$ cat config.mk
export PLATFORM = sky130hd
export DESIGN_NAME = bullet_ctrl
export DESIGN_NICKNAME = d
export VERILOG_FILES = /design/src/rtl/bullet_ctrl.sv
export SDC_FILE = /design/constraint.sdc
export NUM_CORES = 1
export LEC_CHECK = 0
export ABC_AREA = 1
export CAP_MARGIN = 15
export CORE_ASPECT_RATIO = 0.6
export CORE_UTILIZATION = 50
export CTS_CLUSTER_SIZE = 25
export DETAILED_ROUTE_END_ITERATION = 16
export GPL_ROUTABILITY_DRIVEN = 0
export HOLD_SLACK_MARGIN = 0.15
export PLACE_DENSITY_LB_ADDON = 0.08
export SYNTH_ARGS = -nofsm -noshare
export SYNTH_HDL_FRONTEND = slang
export SYNTH_SLANG_ARGS = --single-unit
$ cat constraint.sdc
create_clock -name clk -period 7.3 [get_ports clk]
set_input_delay 0.73 -clock clk [delete_from_list [all_inputs] [get_ports clk]]
set_output_delay 0.73 -clock clk [all_outputs]
set_load 0.01 [all_outputs]
$ cat src/rtl/bullet_ctrl.sv
// Bullet pool controller: allocates slots on fire, advances live bullets upward once per
// frame (one slot per cycle), and retires them on leaving the screen top or on a hit.
module bullet_ctrl #(
    parameter int unsigned N     = 4,
    parameter int unsigned SPEED = 4
) (
    input  logic              clk,
    input  logic              rst,
    input  logic              frame_tick,
    input  logic              fire,
    input  logic [10:0]       fire_x,
    input  logic [9:0]        fire_y,
    input  logic              hit,
    input  logic [2:0]        hit_idx,
    output logic [N-1:0]      valid,
    output logic [11*N-1:0]   pos_x,
    output logic [10*N-1:0]   pos_y,
    output logic              busy,
    output logic              full,
    output logic              fire_ack,
    output logic              fire_drop,
    output logic [3:0]        count
);

    localparam int unsigned IdxW = (N > 1) ? $clog2(N) : 1;
    typedef logic [IdxW-1:0] idx_t;
    localparam idx_t       LastIdx = idx_t'(N - 1);
    localparam logic [2:0] HitMask = 3'((1 << IdxW) - 1);
    localparam logic [9:0] SpeedY  = 10'(SPEED);

    typedef enum logic [0:0] {StIdle, StUpdate} state_e;

    state_e      state_q, state_d;
    idx_t        idx_q, idx_d;
    logic [N-1:0] valid_q, valid_d;
    logic [10:0] px_q [N];
    logic [10:0] px_d [N];
    logic [9:0]  py_q [N];
    logic [9:0]  py_d [N];
    logic [10:0] buf_x_q, buf_x_d;
    logic [9:0]  buf_y_q, buf_y_d;
    logic        fire_pend_q, fire_pend_d;
    logic        tick_pend_q, tick_pend_d;
    logic        ack_q, ack_d;
    logic        drop_q, drop_d;

    idx_t        free_slot;
    logic [2:0]  hit_sel;
    logic        hit_ok;
    idx_t        hit_slot;
    logic        alloc_en;

    // Lowest-index free slot; only meaningful when not full.
    always_comb begin
        free_slot = '0;
        for (int i = N - 1; i >= 0; i--) begin
            if (!valid_q[i]) free_slot = idx_t'(i);
        end
    end

    always_comb begin
        count = '0;
        for (int i = 0; i < N; i++) begin
            count = count + {3'd0, valid_q[i]};
        end
    end

    assign full     = &valid_q;
    assign hit_sel  = hit_idx & HitMask;
    assign hit_ok   = hit && ({29'd0, hit_sel} < N);
    assign hit_slot = hit_sel[IdxW-1:0];

    always_comb begin
        state_d     = state_q;
        idx_d       = idx_q;
        valid_d     = valid_q;
        px_d        = px_q;
        py_d        = py_q;
        buf_x_d     = buf_x_q;
        buf_y_d     = buf_y_q;
        fire_pend_d = fire_pend_q;
        tick_pend_d = tick_pend_q;
        ack_d       = 1'b0;
        drop_d      = 1'b0;
        alloc_en    = 1'b0;

        unique case (state_q)
            StIdle: begin
                if (fire_pend_q) begin
                    fire_pend_d = 1'b0;
                    if (!full) begin
                        alloc_en           = 1'b1;
                        valid_d[free_slot] = 1'b1;
                        px_d[free_slot]    = buf_x_q;
                        py_d[free_slot]    = buf_y_q;
                        ack_d              = 1'b1;
                    end else begin
                        drop_d = 1'b1;
                    end
                end else if (tick_pend_q) begin
                    state_d     = StUpdate;
                    idx_d       = '0;
                    tick_pend_d = 1'b0;
                end
            end
            StUpdate: begin
                // A hit on the slot being processed suppresses the move; the clear below wins.
                if (valid_q[idx_q] && !(hit_ok && hit_slot == idx_q)) begin
                    if (py_q[idx_q] <= SpeedY) begin
                        valid_d[idx_q] = 1'b0;
                    end else begin
                        py_d[idx_q] = py_q[idx_q] - SpeedY;
                    end
                end
                if (idx_q == LastIdx) begin
                    state_d = StIdle;
                    idx_d   = '0;
                end else begin
                    idx_d = idx_q + idx_t'(1);
                end
            end
            default: state_d = StIdle;
        endcase

        if (frame_tick) tick_pend_d = 1'b1;

        // One-deep buffer: a request arriving while one is held is discarded.
        if (fire) begin
            if (fire_pend_q) begin
                drop_d = 1'b1;
            end else begin
                fire_pend_d = 1'b1;
                buf_x_d     = fire_x;
                buf_y_d     = fire_y;
            end
        end

        if (hit_ok && !(alloc_en && hit_slot == free_slot)) begin
            valid_d[hit_slot] = 1'b0;
        end
    end

    always_ff @(posedge clk or posedge rst) begin
        if (rst) begin
            state_q     <= StIdle;
            idx_q       <= '0;
            valid_q     <= '0;
            buf_x_q     <= '0;
            buf_y_q     <= '0;
            fire_pend_q <= 1'b0;
            tick_pend_q <= 1'b0;
            ack_q       <= 1'b0;
            drop_q      <= 1'b0;
            for (int i = 0; i < N; i++) begin
                px_q[i] <= '0;
                py_q[i] <= '0;
            end
        end else begin
            state_q     <= state_d;
            idx_q       <= idx_d;
            valid_q     <= valid_d;
            buf_x_q     <= buf_x_d;
            buf_y_q     <= buf_y_d;
            fire_pend_q <= fire_pend_d;
            tick_pend_q <= tick_pend_d;
            ack_q       <= ack_d;
            drop_q      <= drop_d;
            for (int i = 0; i < N; i++) begin
                px_q[i] <= px_d[i];
                py_q[i] <= py_d[i];
            end
        end
    end

    for (genvar g = 0; g < N; g++) begin : g_out
        assign pos_x[11*g +: 11] = px_q[g];
        assign pos_y[10*g +: 10] = py_q[g];
    end

    assign valid     = valid_q;
    assign busy      = (state_q == StUpdate);
    assign fire_ack  = ack_q;
    assign fire_drop = drop_q;

endmodule

==> impl_results.md, run 1 <==
- Sink Count: about 120
- Leak pwr: about 3.8 nW
- Site row count: 29
- First-pass GRT wire length: around 28 mm
- Initial core utilization: between 50 and 60%
- Max stage delay on crit path: 0.55 ns
- Unrepaired setup endpoints after global routing: false
- Req. time, crit path: around 6.6 ns
- Final Setup Violations: 0
- Synth warn: 0
- Vias in the first global route: 5,268
- Router iterations before antenna repair: 7
- DP Area: approximately 7000 µm²
- Worst hold margin: about 0.48 ns
- Status: finished clean
- Pwr Total: 3.88 mW
- Crit path depth: 6
- Setup Buffers After CTS: 0
- TritonCTS clock tree: yes
- Post-route DRC violation count: 0
- Max Freq: between 0.3 and 0.4 GHz
- Synth cell types: 28
- Switch Pwr: 1.71 mW
- Die height: around 85 µm
- Startpoint Class: flop
- H-tree depth: 4
- Vias: approximately 5,700
- Hold_buf cts: 0
- Cell Int Power: approximately 2.2 mW
- Syn Area/Cell: slightly below 8 µm²
- Seq cells post-synth: around 120
- DP HPWL: between 10 and 15 mm
- Fin. max-slew vios: 0
- Arrival time worst endpoint: around 2.6 ns
- Worst vdd ir: approximately 0.25 mV
- Buffers on Ports: approximately 120
- NumNets Final: 883
- TritonCTS Buffers: 17
- Vias per cell: roughly 5.7
- Area Growth Syn to Fin: 32.4%
- Tmin final: between 3 and 4 ns
- Fin Setup TNS: 0 ns
- Post-route cell area: approximately 7600 µm²
- Hold crit path type: flop to flop
- Final Hold Fails: 0
- Initial drt markers: 803
- Layout cells sized above 1: under 10%
- Pin count of the biggest net entering global routing: just under 80
- CP Class: flop to output pin
- Root Driver: clkbuf_16
- Crit-path slowest cell: fa_1
- Critical path's top delay family: adder cells
- WP buf/inv: 3
- Routed len/inst: between 15 and 20 µm
- Total core area: ~11,000 µm²
- Deepest clock path buffer count: 2
- Top cells by area, synth: dfrtp_1 (51%), nand2_1 (17%), nand3_1 (8.7%)
- Die area: between 10,000 and 15,000 µm²
- Hold path cells: 2
- Top cell type's share of synthesized area: between 50% and 60%
- Slew of the pin with the lowest slew margin: about 0.95 ns
- Worst skew pair latency: ~0.42 ns
- Total GRT Usage: approximately 31%
- Ys async rst share: between 90% and 100%
- Top FF cell, synth: dfrtp_1
- Clock Skew: 0.0101 ns
- Rel. slew slack: 36.6%
- Grt ovf: 0
- Netlist Area Pre-Place: approximately 5700 µm²
- Antenna violations before repair: 0
- Post-synthesis cell count: 730
- Post-route ant nets: 0
- Io pins: ~130
- Post-cts resize count: 0
- Die Wd: ~140 µm
- Power per cell area: between 500 and 600 nW/µm²
- FF-to-FF path depth: 12
- Sw frac: between 40% and 50%
- Syn Nets: roughly 770
- Critical-path cell list: inv_1 -> fa_1 -> inv_1 -> ha_1 -> ha_1 -> clkdlybuf4s50_1
- Seq pwr share: approximately 30%
- Synth area leader: dfrtp_1
- Clk pin slew, worst setup/hold paths: roughly 0.050 ns
- CP Capture Type: output pin
- Max-cap violations: 0
- Filler instances: 847
- Clock power frac: a little over a fifth
- Sequential area share after synthesis: about half
- Final Cycle Share: 45.3%
- Routed WL: around 17 mm
- EDFF count, synth: 0
- Comb power frac: about half
- Diode count: 0
- CP max FO: 7
- Fin util: 69.9%
-- kinds of logic (layout without fill, tap and decap cells) --
logic type,after synthesis,count (layout),synth area share [%]
other,1,1,0.0654
AOI/OAI and AO/OA,99,99,9.12
and+or+nand+nor,406,406,29.5
xor gates and xnor gates,4,4,0.611
buffers and inverters,87,211,6.31
muxes,5,5,0.982
DFF,116,116,50.6
adders and majority gates,12,12,2.75
-- power groups by stage --
stage / Sequential [mW] / Clock, mW / Combinational [mW]
final: 1.15 / 0.842 / 1.89
after global routing: 1.18 / 0.873 / 2.06
after CTS: 1.14 / 0.843 / 1.85
after detailed placement: 1.15 / 0 / 1.83
after global placement: 1.13 / 0 / 1.77
after floorplan: 1.17 / 0 / 1.03
-- flip-flops by register name (all words and copies together), names as in the netlist --
signal and cells:
pos_x 44, pos_y 40, buf_x_q 11, buf_y_q 10
valid 4, idx_q 2, busy 1, fire_ack 1
fire_drop 1, fire_pend_q 1, tick_pend_q 1
-- final cells by class --
cell class / count / area, µm² / area share, %
flip-flops and latches: 116 / 2900 / 38.3
well taps: 139 / 174 / 2.29
multi-input cells: 527 / 2470 / 32.5
clock buffers: 19 / 433 / 5.70
repair buffers: 125 / 1240 / 16.4
clock inverters: 12 / 158 / 2.08
inverters: 55 / 209 / 2.75
-- worst paths after layout --
check	to	startpoint	slack, ns
max reg2reg	pos_y[19]$_DFFE_PP0P_	idx_q[1]$_DFFE_PP0P_	4.10
min in group asynchronous	pos_x[10]$_DFFE_PP0P_	rst	0.71
max	count[1]	valid[0]$_DFF_PP0_	3.99
min	pos_x[10]$_DFFE_PP0P_	pos_x[10]$_DFFE_PP0P_	0.48
max in group asynchronous	valid[0]$_DFF_PP0_	rst	5.22
min reg2reg	pos_x[10]$_DFFE_PP0P_	pos_x[10]$_DFFE_PP0P_	0.48
-- per-layer routing --
| layer | vias to the layer above | wire [µm] | GRT usage (%) |
|---|---|---|---|
| met5 | - | 0 | 0 |
| li1 | 2599 | - | - |
| met4 | 0 | 317 | 9.09 |
| met3 | 49 | 2170 | 10.7 |
| met1 | 2679 | 8020 | 45.3 |
| met2 | 363 | 6880 | 42.1 |
-- Yosys cell counts (3+ instances only) --
master    instances
dfrtp_1         116
buf_4             7
o22ai_1          20
nand2_1         255
o21ai_1           3
ha_1             11
nor3_1            5
o21ai_0          52
nand3_1         100
a21oi_1          23
nor2_1           35
inv_1            53
mux2_2            5
clkbuf_1         16
buf_2             7
nand2_2           4
-- tightest hold or removal path, delay by kind of cell (launching register included) --
| family | cells | cell delay [ns] |
|---|---|---|
| flip-flops | 1 | 0.34 |
| AO/OA/AOI/OAI | 1 | 0.06 |
| AND/OR/NAND/NOR | 1 | 0.05 |
-- cell usage in the layout, fill, tap and decap left out, drive strengths merged, types with 3 or more instances in the layout --
cell / n
buf: 3
clkbuf: 19
mux2: 5
inv: 56
o21ai: 55
o22ai: 20
bufinv: 3
ha: 11
clkdlybuf4s50: 122
nand3: 101
nor2: 37
clkinvlp: 3
clkinv: 5
nor3: 5
dfrtp: 116
nand2: 260
a21oi: 23
-- metrics by stage --
stage          std cells  setup WS, ns
3_5_place_dp         962          4.21
3_3_place_gp         962          4.33
6_report             993          3.99
5_1_grt              993          3.87
2_1_floorplan        730          3.50
4_1_cts              993          3.98
Note: power is estimated with default switching activity, not from simulation.
==> run 2: changes to the inputs <==
clock period = 3.2 ns   (was 7.3 ns; I/O delays follow)
==> run 2 against run 1 <==
Net effect:
- global-route usage hardly changed
- non-clock buffer count is 6 higher
- flip-flop and latch count stayed put
- clock power is 120% higher
- clock skew is 0.0022 ns higher
- first-iteration DRC count is 2.1% lower
- final cell count is 0.70% higher
- die area stayed put
- largest cell class unchanged
- wire length is 0.81% lower
- hold slack worse by 0.070 ns
- combinational power is 130% higher
- sequential share of layout area is 0.20 points lower
==> impl_results.md, run 2 (synthesis results as in run 1) <==
- Rel. slew slack: a little under half
- Antenna violations before repair: 0
- Power per cell area: 1160 nW/µm²
- FF-to-FF path depth: 12
- Filler instances: approximately 850
- Final Hold Fails: 0
- NumNets Final: 889
- Comb power frac: 49.7%
- Initial drt markers: roughly 790
- Buffers on Ports: 122
- Routed WL: about 17 mm
- First-pass GRT wire length: approximately 28 mm
- Sink Count: 116
- CP Capture Type: output pin
- Status: finished clean
- Final Setup Violations: 0
- Area Growth Syn to Fin: 33.1%
- Routed len/inst: 17.2 µm
- Layout cells sized above 1: a little over 6%
- Placed cells: just under 1,000
- Vias per cell: around 5.6
- Max-cap violations: 0
- Leak pwr: ~3.8 nW
- Post-cts resize count: 0
- TritonCTS clock tree: yes
- Req. time, crit path: ~2.9 ns
- Max Freq: roughly 0.34 GHz
- Die height: ~85 µm
- Tmin final: ~2.9 ns
- Most frequent cells in the layout: nand2_1 (255), clkdlybuf4s50_1 (122), dfrtp_1 (116)
- Commonest non-fill, non-tap cell in the layout: nand2_1
- Pwr Total: slightly below 9 mW
- Max stage delay on crit path: between 0.5 and 0.6 ns
- Die Wd: roughly 140 µm
- Seq pwr share: between 20 and 30%
- Vias: between 5,000 and 6,000
- Root Driver: clkbuf_16
- Site row count: 29
- Fin util: a little over two thirds
- Unrepaired setup endpoints after global routing: false
- Total GRT Usage: a little under a third
- Post-route ant nets: 0
- Switch Pwr: between 3 and 4 mW
- Worst vdd ir: between 0.4 and 0.5 mV
- Setup Buffers After CTS: 0
- Arrival time worst endpoint: 2.60 ns
- Initial core utilization: between 50% and 60%
- DP HPWL: between 10 and 15 mm
- Reg-to-reg startpoint: idx_q[1]$_DFFE_PP0P_
- R2r setup slk: roughly 0.51 ns
- Router iterations before antenna repair: 6
- Critical-path cell list: inv_1 -> fa_1 -> inv_1 -> ha_1 -> ha_1 -> clkdlybuf4s50_1
- Io pins: 125
- Vias in the first global route: 5,219
- Cell Int Power: between 4 and 5 mW
- TritonCTS Buffers: 17
- H-tree depth: 4
- Max FFs per register: 44
- Fin Setup TNS: 0 ns
- Clock power frac: between 20% and 30%
- CP Class: flop to output pin
- CP max FO: 7
- Post-route insts no fill: roughly 1,000
- Hold_buf cts: 0
- Setup slack after layout: approximately 0.28 ns
- Pin count of the biggest net entering global routing: roughly 120
- Post-route DRC violation count: 0
- Total core area: 10,800 µm²
- Hold crit path type: input pin to async pin
- Final Cycle Share: between 90% and 100%
- Worst skew pair latency: roughly 0.41 ns
- Clock Skew: approximately 0.012 ns
- Pre-CTS setup slack: between 0.6 and 0.7 ns
- Crit-path slowest cell: fa_1
- Grt ovf: 0
- Clk pin slew, worst setup/hold paths: approximately 0.050 ns
- Sw frac: 43.8%
- FF+latch area: 2900 µm²
- Area of the multi-input gates: 2470 µm²
- Terminus of the critical flop-to-flop path: pos_y[9]$_DFFE_PP0P_
- Startpoint Class: flop
- Die area: 11,900 µm²
- Deepest clock path buffer count: 2
- Slew of the pin with the lowest slew margin: about 0.82 ns
- Fin. max-slew vios: 0
- Diode count: 0
## run 2: changes by cell type in the layout (fill, tap and decap cells not counted)
cell and change:
clkinv_4 -2, inv_6 -1, buf_12 +1, inv_4 -1
clkbuf_1 +2, clkinv_2 +2, bufinv_16 -1, buf_4 +5
clkbuf_8 +2
## run 2: critical path: cells and delay by family, from the launching register on
kind                       cells  cell delay (ns)
adders and majority gates      3             1.01
buffers and inverters          3             0.71
DFF                            1             0.48
## run 2: metal layers
layer  track usage [%]  up-vias  share of wire, %
met5                 0        -                 0
met4              7.79        0              0.85
met3              11.5       24                13
met2              41.3      364                40
met1              45.9     2613                46
li1                  -     2611                 -
## run 2: layout make-up
| cell class | instances | area share [%] |
|---|---|---|
| clock buffers | 23 | 6.13 |
| clock inverters | 9 | 1.36 |
| repair buffers | 131 | 17.1 |
| well taps | 139 | 2.28 |
| multi-input cells | 527 | 32.4 |
| flip-flops and latches | 116 | 38.1 |
| inverters | 55 | 2.76 |
## run 2: power by group through the flow
stage               clock (mW)  combinational (mW)  sequential [mW]
global route              1.92                4.79             2.67
CTS                       1.85                4.29             2.59
floorplan                    0                2.35             2.67
global placement             0                4.13             2.57
finish                    1.84                4.39             2.61
detailed placement           0                4.26             2.60
## run 2: worst max path at each step
stage                         startpoint               endpoint  slack [ns]
floorplan           idx_q[1]$_DFFE_PP0P_  pos_y[27]$_DFFE_PP0P_        1.16
global placement    idx_q[1]$_DFFE_PP0P_  pos_y[19]$_DFFE_PP0P_        0.77
detailed placement  idx_q[1]$_DFFE_PP0P_  pos_y[37]$_DFFE_PP0P_        0.65
CTS                   valid[0]$_DFF_PP0_               count[1]        0.28
global route          valid[0]$_DFF_PP0_               count[1]        0.20
finish                valid[0]$_DFF_PP0_               count[1]        0.28
## run 2: per-stage QoR
step / hold WS, ns / area [µm²]
final: 0.412 / 7630
after global routing: 0.497 / 7630
after CTS: 0.472 / 7630
after detailed placement: 0.472 / 7060
after global placement: 0.465 / 7060
after floorplan: 0.434 / 5740
